$ cat config.mk
export PLATFORM = sky130hd
export DESIGN_NAME = fetch_stage
export DESIGN_NICKNAME = d
export VERILOG_FILES = /design/src/rtl/fetch_stage_pkg.sv /design/src/rtl/fetch_stage.sv
export SDC_FILE = /design/constraint.sdc
export NUM_CORES = 1
export LEC_CHECK = 0
export ABC_AREA = 1
export BUFFER_PORTS_ARGS = -buffer_cell sky130_fd_sc_hd__buf_2
export CAP_MARGIN = 15
export CORE_MARGIN = 4
export CORE_UTILIZATION = 60
export DETAILED_ROUTE_END_ITERATION = 6
export PLACE_DENSITY = 0.85
export SLEW_MARGIN = 5
export SYNTH_ARGS = -nofsm -noshare
export SYNTH_HDL_FRONTEND = slang
export SYNTH_SLANG_ARGS = --single-unit
$ cat constraint.sdc
create_clock -name clk -period 3.2 [get_ports clk]
set_input_delay 0.32 -clock clk [delete_from_list [all_inputs] [get_ports clk]]
set_output_delay 0.32 -clock clk [all_outputs]
set_load 0.01 [all_outputs]
$ cat src/rtl/fetch_stage_pkg.sv
// Shared constants, state encoding and helpers for the instruction-fetch stage.
package fetch_stage_pkg;

    localparam int FS_DATA     = 64;
    localparam int BRANCH_DATA = 33;

    // addi x0, x0, 0
    localparam logic [31:0] NOP_INSTR = 32'h0000_0013;

    // Contents of the fetch/decode register when it holds no instruction.
    localparam logic [FS_DATA-1:0] FS_BUBBLE = {NOP_INSTR, 32'h0000_0000};

    typedef enum logic [1:0] {
        ST_RUN  = 2'd0,
        ST_DROP = 2'd1,
        ST_FULL = 2'd2
    } fs_state_e;

    // Force an address onto a word boundary.
    function automatic logic [31:0] word_align(input logic [31:0] addr);
        return addr & 32'hFFFF_FFFC;
    endfunction

endpackage

$ cat src/rtl/fetch_stage.sv
// Instruction-fetch stage: owns the PC, the imem request handshake, a one-entry
// skid buffer for fetches accepted during a stall, and the fetch/decode register.
module fetch_stage
    import fetch_stage_pkg::*;
#(
    parameter logic [31:0] RESET_PC = 32'h8000_0000
) (
    input  logic                   clk,
    input  logic                   resetn,
    input  logic [BRANCH_DATA-1:0] ds_branch_data,
    input  logic                   load_use,
    output logic                   imem_req,
    output logic [31:0]            imem_addr,
    input  logic                   imem_ready,
    input  logic [31:0]            imem_rdata,
    output logic [FS_DATA-1:0]     fs_ds_reg_data,
    output logic                   fs_valid
);

    fs_state_e          r_state;
    logic [31:0]        r_fetch_addr;
    logic [31:0]        r_redirect_pc;
    logic [31:0]        r_skid_instr;
    logic [31:0]        r_skid_pc;
    logic [FS_DATA-1:0] r_fs_ds;
    logic               r_fs_valid;
    logic               r_req;

    fs_state_e          w_state_nx;
    logic [31:0]        w_fetch_addr_nx;
    logic [31:0]        w_redirect_pc_nx;
    logic [31:0]        w_skid_instr_nx;
    logic [31:0]        w_skid_pc_nx;
    logic [FS_DATA-1:0] w_fs_ds_nx;
    logic               w_fs_valid_nx;
    logic               w_req_nx;

    logic               w_branch_taken;
    logic [31:0]        w_target;
    logic               w_redirect;
    logic               w_fire;
    logic [31:0]        w_addr_inc;

    // A stall always beats a branch: its operands are not trustworthy under load_use.
    assign w_branch_taken = ds_branch_data[0];
    assign w_target       = word_align(ds_branch_data[32:1]);
    assign w_redirect     = w_branch_taken & r_fs_valid & ~load_use;
    assign w_fire         = r_req & imem_ready;
    assign w_addr_inc     = r_fetch_addr + 32'd4;

    // Next-state, next-PC, skid buffer and fetch/decode register update.
    always_comb begin
        w_state_nx       = r_state;
        w_fetch_addr_nx  = r_fetch_addr;
        w_redirect_pc_nx = r_redirect_pc;
        w_skid_instr_nx  = r_skid_instr;
        w_skid_pc_nx     = r_skid_pc;
        w_fs_ds_nx       = r_fs_ds;
        w_fs_valid_nx    = r_fs_valid;

        case (r_state)
            ST_RUN: begin
                if (w_redirect) begin
                    w_fs_ds_nx    = FS_BUBBLE;
                    w_fs_valid_nx = 1'b0;
                    if (w_fire) begin
                        // Accepted data belongs to the wrong path; go straight to the target.
                        w_fetch_addr_nx = w_target;
                    end else begin
                        // Address must stay put until the pending request is accepted.
                        w_redirect_pc_nx = w_target;
                        w_state_nx       = ST_DROP;
                    end
                end else if (load_use) begin
                    if (w_fire) begin
                        w_skid_instr_nx = imem_rdata;
                        w_skid_pc_nx    = r_fetch_addr;
                        w_fetch_addr_nx = w_addr_inc;
                        w_state_nx      = ST_FULL;
                    end else begin
                        w_state_nx = ST_RUN;
                    end
                end else if (w_fire) begin
                    w_fs_ds_nx      = {imem_rdata, r_fetch_addr};
                    w_fs_valid_nx   = 1'b1;
                    w_fetch_addr_nx = w_addr_inc;
                end else begin
                    w_fs_ds_nx    = FS_BUBBLE;
                    w_fs_valid_nx = 1'b0;
                end
            end

            ST_DROP: begin
                w_fs_ds_nx    = FS_BUBBLE;
                w_fs_valid_nx = 1'b0;
                if (w_fire) begin
                    w_fetch_addr_nx = r_redirect_pc;
                    w_state_nx      = ST_RUN;
                end else begin
                    w_state_nx = ST_DROP;
                end
            end

            ST_FULL: begin
                if (w_redirect) begin
                    w_skid_instr_nx = 32'h0000_0000;
                    w_skid_pc_nx    = 32'h0000_0000;
                    w_fetch_addr_nx = w_target;
                    w_fs_ds_nx      = FS_BUBBLE;
                    w_fs_valid_nx   = 1'b0;
                    w_state_nx      = ST_RUN;
                end else if (!load_use) begin
                    w_fs_ds_nx    = {r_skid_instr, r_skid_pc};
                    w_fs_valid_nx = 1'b1;
                    w_state_nx    = ST_RUN;
                end else begin
                    w_state_nx = ST_FULL;
                end
            end

            default: begin
                w_state_nx    = ST_RUN;
                w_fs_ds_nx    = FS_BUBBLE;
                w_fs_valid_nx = 1'b0;
            end
        endcase

        // Requests are issued in every state except while the skid entry is parked.
        w_req_nx = (w_state_nx != ST_FULL);
    end

    // State and datapath registers; the request stays low until the first edge after reset.
    always_ff @(posedge clk or negedge resetn) begin
        if (!resetn) begin
            r_state       <= ST_RUN;
            r_fetch_addr  <= RESET_PC;
            r_redirect_pc <= 32'h0000_0000;
            r_skid_instr  <= 32'h0000_0000;
            r_skid_pc     <= 32'h0000_0000;
            r_fs_ds       <= FS_BUBBLE;
            r_fs_valid    <= 1'b0;
            r_req         <= 1'b0;
        end else begin
            r_state       <= w_state_nx;
            r_fetch_addr  <= w_fetch_addr_nx;
            r_redirect_pc <= w_redirect_pc_nx;
            r_skid_instr  <= w_skid_instr_nx;
            r_skid_pc     <= w_skid_pc_nx;
            r_fs_ds       <= w_fs_ds_nx;
            r_fs_valid    <= w_fs_valid_nx;
            r_req         <= w_req_nx;
        end
    end

    assign imem_req       = r_req;
    assign imem_addr      = r_fetch_addr;
    assign fs_ds_reg_data = r_fs_ds;
    assign fs_valid       = r_fs_valid;

endmodule

After elaboration in Yosys (flattened, before gate mapping)
Cells that the tools add are included.
- $add $sub $neg: 1
- equality and inequality tests: 10
- mux-type cells: 35
- bitwise logic cells: 5
- reductions and logical operators: 7
- operator list (kind ; count):
    $mux 32 ; 12
    $mux 64 ; 5
    $pmux 32 s2 ; 2
    $pmux 64 s2 ; 1
    $pmux 32 s3 ; 1
    $add 32x3->32 const B ; 1
    $mux 2 ; 6
    $ne 2x2->1 const B ; 6
    $mux 1 ; 6
    $ne 3x3->1 const B ; 2
    $pmux 2 s3 ; 1
    $reduce_and 5->1 ; 1
    $reduce_and 4->1 ; 1
    $and 1x1->1 ; 3
    $reduce_and 3->1 ; 1
    $reduce_bool 3->1 ; 1
    $eq 2x1->1 const B ; 1
    $eq 2x2->1 const B ; 1
    $logic_not 2->1 ; 1
    $not 1->1 ; 2
    $pmux 1 s2 ; 1
    $reduce_and 2->1 ; 1
    $reduce_bool 2->1 ; 1
- bits in registers: 194
- bits of input ports: 69
- output and inout port bits: 98
- logic and storage cells: 66

Depth between registers and ports, before layout
- word-level depth: 6
- gate-level depth with buffers: 12
- depth with buffers taken out: 10

Worst setup path after synthesis
Ideal clock, no wire load.
- path type: reg2reg
- start point: register r_state[0]
- end point: register r_fs_ds[43], in the netlist fs_ds_reg_data[43]
- setup time: 125 ps
- arrival time: 1734 ps
- data required time: 3075 ps
- slack: 1341 ps
- cell stages (with the launch flop): 7
- path through: dfrtp_1 -> inv_1 -> ha_1 -> buf_4 -> o21ai_1 -> clkbuf_1 -> mux2_2
- cells in the longest elaborated chain, start to end: 3
- RTL lines (what ; line ; source):
    start, declared ; fetch_stage.sv:20 ; fs_state_e r_state;
    start signal, assigned ; fetch_stage.sv:144 ; r_state <= w_state_nx;
    $eq 2x2->1 / $logic_not 2->1 (equally long branches) ; fetch_stage.sv:61 ; case (r_state)
    $ne 3x3->1 (no line) ; - ;
    $reduce_and 2->1 (no line) ; - ;
    end signal, assigned ; fetch_stage.sv:149 ; r_fs_ds <= w_fs_ds_nx;
    end, declared ; fetch_stage.sv:25 ; logic [FS_DATA-1:0] r_fs_ds;
Parallel ways exist; a longest one is shown, timed or not.
A chain may end at the register's enable or synchronous reset.

Final worst setup path
- start point: register r_state[0]
- end point: register r_fetch_addr[3], in the netlist imem_addr[3]
- cells in the longest elaborated chain, start to end: 3
- RTL lines (what ; line ; source):
    $eq 2x1->1, or another cell as far along ; fetch_stage.sv:61 ;
    $ne 2x2->1 (no line) / $reduce_bool 3->1 (equally long branches) ; - ;
    $reduce_and 4->1 (no line) ; - ;
    end signal, assigned ; fetch_stage.sv:145 ; r_fetch_addr <= w_fetch_addr_nx;
    end, declared ; fetch_stage.sv:21 ; logic [31:0] r_fetch_addr;
Parallel ways exist; a longest one is shown, timed or not.

==> results.sh <==
export IMPL_worst_pin_slew_ps=991
export IMPL_detail_route_wl_per_cell_um=16.7
export IMPL_p_leak_uw=0.00554
export IMPL_critPathLaunch="r_state[0]"
export IMPL_powerDensity_nw_per_um2=1110
export IMPL_grt_pass1_vias=8400
export IMPL_core_um2=15800
export IMPL_viasPerCell=5.75
export IMPL_area_delta_synth_final_pct=15.9
export IMPL_cts_buffers_inserted=17
export IMPL_yosys_area_top_type="dfrtp_1"
export IMPL_clk_latency_ps=450
export IMPL_initial_utilization_pct=60.9
export IMPL_cts_resized=0
export IMPL_final_cells=1510
export IMPL_setup_violations=0
export IMPL_crit_path_max_fanout=37
export IMPL_min_path_type="input port to async pin"
export IMPL_period_share_pct=81.4
export IMPL_fill_cells=1202
export IMPL_drt_pass1_iterations=7
export IMPL_postRouteAntennaNets=0
export IMPL_power_uw=12400
export IMPL_clkPwrFrac_pct=18.3
export IMPL_finalMaxSlewViolations=0
export IMPL_synth_top_area_share_pct=48.3
export IMPL_clockBufferDepth=2
export IMPL_avgSynthCellArea_um2=8.37
export IMPL_first_iter_violations=863
export IMPL_dp_hpwl_mm=16.6
export IMPL_tns_ps=0
export IMPL_drc=1
export IMPL_cap_violations=0
export IMPL_crit_type="register to register"
export IMPL_synth_area_leaders="dfrtp_1 (48%), nand2_1 (8.1%), o21ai_0 (7.8%)"
export IMPL_status="finished, violations left"
export IMPL_min_period_ps=2600
export IMPL_netSwitchingFraction_pct=43.9
export IMPL_rsz0062_at_grt="no"
export IMPL_synthesis_area_um2=9640
export IMPL_htreeDepth=4
export IMPL_grt_pass1_wl_mm=41.4
export IMPL_clkTransAtPathRegs_ps=70
export IMPL_synthCells=1152
export IMPL_final_hold_viol_count=57
export IMPL_crit_path_end_kind="register"
export IMPL_p_comb_share_pct=47.4
export IMPL_dieHeight_um=135
export IMPL_die_w_um=135
export IMPL_place_congestion=0.921
export IMPL_utilization_pct=70.5
export IMPL_hold_slack_ps=-27.8
export IMPL_cts_root_buffer="clkbuf_16"
export IMPL_track_usage_pct=28.3
export IMPL_internal_power_uw=6950
export IMPL_final_nets=1352
export IMPL_critPathArrivalTime_ps=2920
export IMPL_ios=167
export IMPL_rows=46
export IMPL_cts_sinks=190
export IMPL_power_switching_uw=5430
export IMPL_yosysWarnings=0
export IMPL_finalClockSkew_ps=14.8
export IMPL_cts_tree="done"
export IMPL_place_inst=1475
export IMPL_r2r_setup_slack_ps=600
export IMPL_max_clock_freq_mhz=384
export IMPL_antenna_found_initial=0
export IMPL_synth_seq_cells=190
export IMPL_final_setup_worst_slack_ps=595
export IMPL_drive_above_1_share_pct=22.3
export IMPL_grt_ovfl_total=0
export IMPL_port_buffer_count=162
export IMPL_drt_total_wl_mm=25.2
export IMPL_critPathLaunchType="register"
export IMPL_timing_slew_headroom_pct=33.9
export IMPL_synth_distinct_cells=30
export IMPL_hold_buffers=0
export IMPL_num_vias=8689
export IMPL_ir_drop_mv=0.738
export IMPL_multiInputGateArea_um2=4000
export IMPL_rr_startpoint="r_state[0]"
export IMPL_dp_slack_ps=631
export IMPL_required_ps=3510
export IMPL_die_area_um2=18200
export IMPL_ys_seq_area_share_pct=49.4
export IMPL_violations="DRC, hold timing"
export IMPL_r2r_cells=9
export IMPL_grt_max_degree=101
export IMPL_seqCellArea_um2=4760
export IMPL_pwr_share_seq_pct=34.3
export IMPL_cts_setup_buffers=0
## worst paths after layout
check | endpoint
hold reg to reg | r_redirect_pc[18]
max in group asynchronous | r_skid_instr[10]
setup reg to reg | imem_addr[3]
hold / removal | fs_ds_reg_data[4]
setup / recovery | imem_addr[3]
min in group clk | r_skid_instr[11]
## cells in the mapped netlist
master / instances
nand2_1: 209
nand3_4: 1
nor2_1: 66
a31oi_1: 4
o21ai_2: 1
and2_1: 2
o211ai_1: 7
buf_4: 9
dfstp_2: 4
inv_2: 3
nand3_1: 106
nor2_2: 2
mux2_2: 63
a21oi_1: 72
ha_1: 5
dfrtp_1: 186
clkbuf_1: 32
inv_1: 135
a22oi_1: 9
or2_2: 1
o21ai_0: 151
conb_1: 1
o22ai_1: 30
buf_6: 6
nor3_4: 1
nor2_4: 1
xor2_1: 4
buf_1: 7
o21ai_1: 15
buf_2: 19
## final cells by class
cell class / count / area share, %
clock inverter: 12 / 1.52
multi-input combinational: 752 / 35.8
clock buffer: 20 / 4.09
sequential: 190 / 42.6
timing repair buffer: 179 / 8.82
inverter: 138 / 4.64
tap: 216 / 2.42
antenna: 3 / 0.0672
## cell usage in the layout, fill, tap and decap left out, types with 3 or more instances in the layout
master / Yosys / layout
mux2_2: 63 / 63
bufinv_16: 0 / 3
inv_1: 135 / 135
o211ai_1: 7 / 7
inv_6: 0 / 5
dfstp_2: 4 / 4
buf_12: 0 / 3
buf_2: 19 / 161
nand3_1: 106 / 106
buf_4: 9 / 14
o21ai_1: 15 / 14
dfrtp_1: 186 / 186
a21oi_1: 72 / 72
clkbuf_8: 0 / 3
xor2_1: 4 / 4
diode_2: 0 / 3
nor2_1: 66 / 66
nand2_1: 209 / 209
ha_1: 5 / 5
inv_2: 3 / 3
clkbuf_16: 0 / 17
o21ai_0: 151 / 151
o22ai_1: 30 / 30
a31oi_1: 4 / 4
a22oi_1: 9 / 9
## power groups by stage
stage	logic, uW	registers (uW)	clock network [uW]
global route	6530	4370	2380
floorplan	4000	4360	0
CTS	5840	4230	2280
detailed placement	5770	4260	0
global placement	5550	4210	0
finish	5870	4250	2260
## cell families (layout without fill, tap and decap cells)
logic type                 count (synthesis)  count (layout)  synth area share, %
adders and majority gates                  5               5                0.649
and+or+nand+nor                          389             389                 17.0
other                                      1               5               0.0389
buffers and inverters                    211             349                 9.28
AOI/OAI and AO/OA                        289             289                 15.9
DFF                                      190             190                 49.4
muxes                                     63              63                 7.36
xor gates and xnor gates                   4               4                0.364
## flip-flops by register name, indices dropped and copies added, names as in the netlist
name            flops
fs_valid            1
imem_addr          30
imem_req            1
r_redirect_pc      30
r_skid_instr       32
r_state             2
fs_ds_reg_data     63
r_skid_pc          31
## layer usage
metal	part of all wire, %	global-route usage [%]
met1	41	38.3
met2	46	44.1
met3	10	7.49
met4	2.9	10.9
met5	0	0
## stage by stage
step | area, um2 | hold slack, ps
after detailed placement | 10500 | 472
final | 11200 | -27.8
after floorplan | 9640 | 24.4
after global placement | 10500 | 466
after CTS | 11200 | 5.68
after global routing | 11200 | 20.1
## worst max-delay path: stages, from the launching register on
cell and delay (ps):
dfrtp_1 410, inv_1 100, ha_1 420, inv_1 110, a21oi_1 320, nor2_1 120, nand3_4 370, inv_2 340
nand3_1 180, o21ai_1 90
Power figures use the tool's default switching activity.
